`config.mk`:
```
export PLATFORM = sky130hd
export DESIGN_NAME = shift_register
export DESIGN_NICKNAME = d
export VERILOG_FILES = /design/src/rtl/shift_register_pkg.sv /design/src/rtl/shift_stage.sv /design/src/rtl/shift_register.sv
export SDC_FILE = /design/constraint.sdc
export NUM_CORES = 1
export LEC_CHECK = 0
export ABC_AREA = 1
export BUFFER_PORTS_ARGS = -buffer_cell sky130_fd_sc_hd__buf_2
export CORE_AREA = 3 3 40 42
export CTS_CLUSTER_SIZE = 10
export DETAILED_ROUTE_END_ITERATION = 7
export DIE_AREA = 0 0 43 45
export PLACE_DENSITY = 0.41
export SYNTH_ARGS = -nofsm -noshare
export SYNTH_HDL_FRONTEND = slang
export SYNTH_SLANG_ARGS = --single-unit
```
`constraint.sdc`:
```
create_clock -name clk -period 0.8 [get_ports clk]
set_input_delay 0.04 -clock clk [delete_from_list [all_inputs] [get_ports clk]]
set_output_delay 0.04 -clock clk [all_outputs]
set_load 0.02 [all_outputs]
```
`src/rtl/shift_register_pkg.sv`:
```
// Shared constants and helpers for the shift_register block.
//
// Contents:
//   MIN_DEPTH / MAX_DEPTH : legal bounds for the DEPTH parameter
//   depth_in_range()      : elaboration-time legality check for DEPTH
package shift_register_pkg;

  localparam int unsigned MIN_DEPTH = 1;
  localparam int unsigned MAX_DEPTH = 1024;

  function automatic bit depth_in_range(input int unsigned depth);
    return (depth >= MIN_DEPTH) && (depth <= MAX_DEPTH);
  endfunction

endpackage

```
`src/rtl/shift_stage.sv`:
```
// One bit of the shift chain: a D flop with clock enable and an
// asynchronous, active-high clear.
//
// Ports:
//   clk : rising-edge clock
//   rst : asynchronous active-high clear (q -> 0 immediately)
//   en  : load d on the rising edge only when high; otherwise hold
//   d   : data in
//   q   : registered data out
module shift_stage (
  input  logic clk,
  input  logic rst,
  input  logic en,
  input  logic d,
  output logic q
);

  always_ff @(posedge clk or posedge rst) begin
    if (rst) begin
      q <= 1'b0;
    end else if (en) begin
      q <= d;
    end
  end

endmodule

```
`src/rtl/shift_register.sv`:
```
// Serial-in / serial-out shift register with clock enable.
// A bit captured on SI at an enabled edge appears on SO after DEPTH-1
// further enabled edges; disabled edges freeze the whole chain.
//
// Parameters:
//   DEPTH : number of stages, 1..1024
//
// Ports:
//   clk   : sole clock, rising edge
//   rst   : asynchronous active-high reset, clears every stage
//   clken : shift enable, sampled on the rising edge
//   SI    : serial data in
//   SO    : serial data out, driven straight from the last stage flop
module shift_register
  import shift_register_pkg::*;
#(
  parameter int unsigned DEPTH = 8
) (
  input  logic clk,
  input  logic rst,
  input  logic clken,
  input  logic SI,
  output logic SO
);

  // Reject an out-of-range DEPTH while elaborating rather than building
  // a chain with zero (or an absurd number of) stages.
  if (!depth_in_range(DEPTH)) begin : g_depth_check
    $error("shift_register: DEPTH=%0d outside legal range", DEPTH);
  end

  // stage[0] is the input end, stage[DEPTH-1] drives SO.
  logic [DEPTH-1:0] stage;

  for (genvar gi = 0; gi < DEPTH; gi++) begin : g_stage
    if (gi == 0) begin : g_head
      shift_stage u_stage (
        .clk (clk),
        .rst (rst),
        .en  (clken),
        .d   (SI),
        .q   (stage[gi])
      );
    end else begin : g_body
      shift_stage u_stage (
        .clk (clk),
        .rst (rst),
        .en  (clken),
        .d   (stage[gi-1]),
        .q   (stage[gi])
      );
    end
  end

  // No logic between the last flop and the pin: SO has no
  // combinational path from SI or clken.
  assign SO = stage[DEPTH-1];

endmodule

```
==> impl_results.md <==
* Status: complete, but fails checks
* Failing checks: setup timing
* Cells after Synth at 35
* Post-route ant nets at 0
* CP max-delay cell: dfrtp_1
* Hpwl dp at 425 um
* Die footprint at roughly 1900 sq um
* Setup violators final at 1
* Drt total wl at between 500 and 600 um
* Metal-1 WL at 240 um
* First-pass GRT wire length at 1030 um
* Hold Slack at ~100 ps
* WS Path Type: flop to output port
* Pin count of the biggest net entering global routing at 10
* P&R area growth vs syn at 27.1%
* Drt drc at 0
* Lkg Pwr at ~0.23 nW
* Worst path required time at 760 ps
* Post-placement cell area at roughly 340 sq um
* Slew @ Worst Pin at roughly 310 ps
* Starting density of the core at 24.1%
* Mean Syn Cell Area at between 8 and 9 sq um
* Crit. End Element: output port
* Ant diodes at 0
* Layout cells sized above 1 at 20.5%
* Root Buffer: clkbuf_4
* Setup TNS at -4.51 ps
* Max-slew violations at 0
* WL met3 at 38 um
* Max Cap Violations at 0
* Initial DRC count at 6
* CP bufs+invs at 1
* H-Tree Depth at 1
* Number of library cell types mapped by synthesis at 5
* Delay-heaviest family, CP: flip-flops
* Die width at between 40 and 50 um
* GRT Total Usage at 8.01%
* Drt first pass iters at 2
* Routed vias/inst at 3.75
* Syn Nets at 39
* Die Ht at 45 um
* Via count at about 220
* Reg clk slew, reported paths at 50 ps
* Slowest cell delay on critical path at between 300 and 400 ps
* Min Tclk post-route at between 800 and 900 ps
* Startpoint Class: flop
* Power Total at 0.905 mW
* Initial antenna violation count at 0
* Setup WS post-layout at -4.51 ps
* DP Worst Slack at between 150 and 200 ps
* DP Cell Count at 53
* Synthesis Warnings at 0
* Met2 wire len at between 200 and 300 um
* CTS Sinks at 8
* Core ar. at approximately 1300 sq um
* RSZ-0062 raised after global routing: yes
* Mapped cell area at between 300 and 400 sq um
* Non-Filler Instances at slightly below 60
* Crit path cell chain: buf_6
* Worst slew margin at slightly below 80%
* Final Wtd Congestion at around 0.67
* Crit-path max FO at 2
* Hold Path Class: input port to flop
* Pwr dens at roughly 2300 nW/um^2
* Vias in the first global route at 234
* CTS Buf Count at 3
* # nets final at 50
* Rows at 13
* Clock buffer depth at 2
* Design area at between 300 and 400 sq um
* CTS tree: yes
* Fin crit share at 101%
* Clk_skew at 0.171 ps
* Clk Latency, worst-skew pair at between 200 and 250 ps
* Fill cells at 132
* Ports at 5
* Core Util, Final at between 30% and 40%
* Crit path DAT at around 760 ps
* Max Clock Freq at about 1200 MHz
* Final Hold Viols at 0
* Global route overflow at 0
* Port Buffers at 4
* Yosys reg bits at 8
* Top layer in use: met3
* Routed len/inst at 9.59 um
* Worst VDD drop at 0.00118 V
* Sequential fraction of the synthesis area at about two thirds
-- flip-flops by register name, summed over array words and instances (netlist names) --
register                  flops
g_stage.g_body.u_stage.q      7
g_stage.g_head.u_stage.q      1
-- report_power, final --
group          switching, mW  internal [mW]
sequential            0.0305          0.459
clock                  0.121          0.171
combinational         0.0647         0.0591
-- layer usage --
layer / global-route usage [%] / vias up
li1: - / 120
met1: 8.00 / 95
met2: 12.6 / 6
met3: 5.98 / 0
met4: 3.61 / 0
met5: 0 / -
-- cells by family after synthesis --
family	share of synthesized area, %
buf+inv	6.07
simple gates	29.2
flops	64.8
-- layout make-up --
| cell class | count | area [sq um] | share of cell area (%) |
|---|---|---|---|
| multi-input cells | 24 | 90.1 | 22.9 |
| flip-flops and latches | 8 | 200 | 51.0 |
| clock buffers | 3 | 22.5 | 5.73 |
| inverters | 2 | 7.51 | 1.91 |
| repair buffers | 7 | 53.8 | 13.7 |
| well taps | 15 | 18.8 | 4.78 |
-- cell usage after synthesis (all sizes together) --
| library cell | number | area share, % |
|---|---|---|
| buf | 1 | 3.6 |
| inv | 2 | 2.4 |
| dfrtp | 8 | 65 |
| nand2 | 24 | 29 |
-- cell usage in the layout (no fill, tap or decap), drive strengths merged --
cell,n
dfrtp,8
dlygate4sd3,2
buf,5
inv,2
nand2,24
clkbuf,3
-- path summary, 6_finish.rpt --
path | startpoint | to | slack [ps] | cells after the start
max | g_stage[7].g_body.u_stage.q | SO | -5 | 1
min | clken | g_stage[4].g_body.u_stage.q | 100 | 3
max reg2reg | g_stage[7].g_body.u_stage.q | g_stage[7].g_body.u_stage.q | 70 | 3
min reg2reg | g_stage[5].g_body.u_stage.q | g_stage[5].g_body.u_stage.q | 470 | 2
max in group asynchronous | rst | g_stage[6].g_body.u_stage.q | 290 | 3
min in group asynchronous | rst | g_stage[0].g_head.u_stage.q | 280 | 3
-- what timing repair did --
action / 4_1_cts / 5_1_grt
endpoints found under the setup margin: 1 / 1
hold buffers: 2 / 0
buffers inserted: 1 / 0
gates resized for setup: 2 / 0
endpoints found under the hold margin: 9 / 0
-- worst register-to-register path, delay by kind of cell, from the launching register on --
| family | cells | cell delay, ps |
|---|---|---|
| flops | 1 | 380 |
| simple gates | 2 | 100 |
| buf+inv | 1 | 140 |
Power figures use the tool's default switching activity.
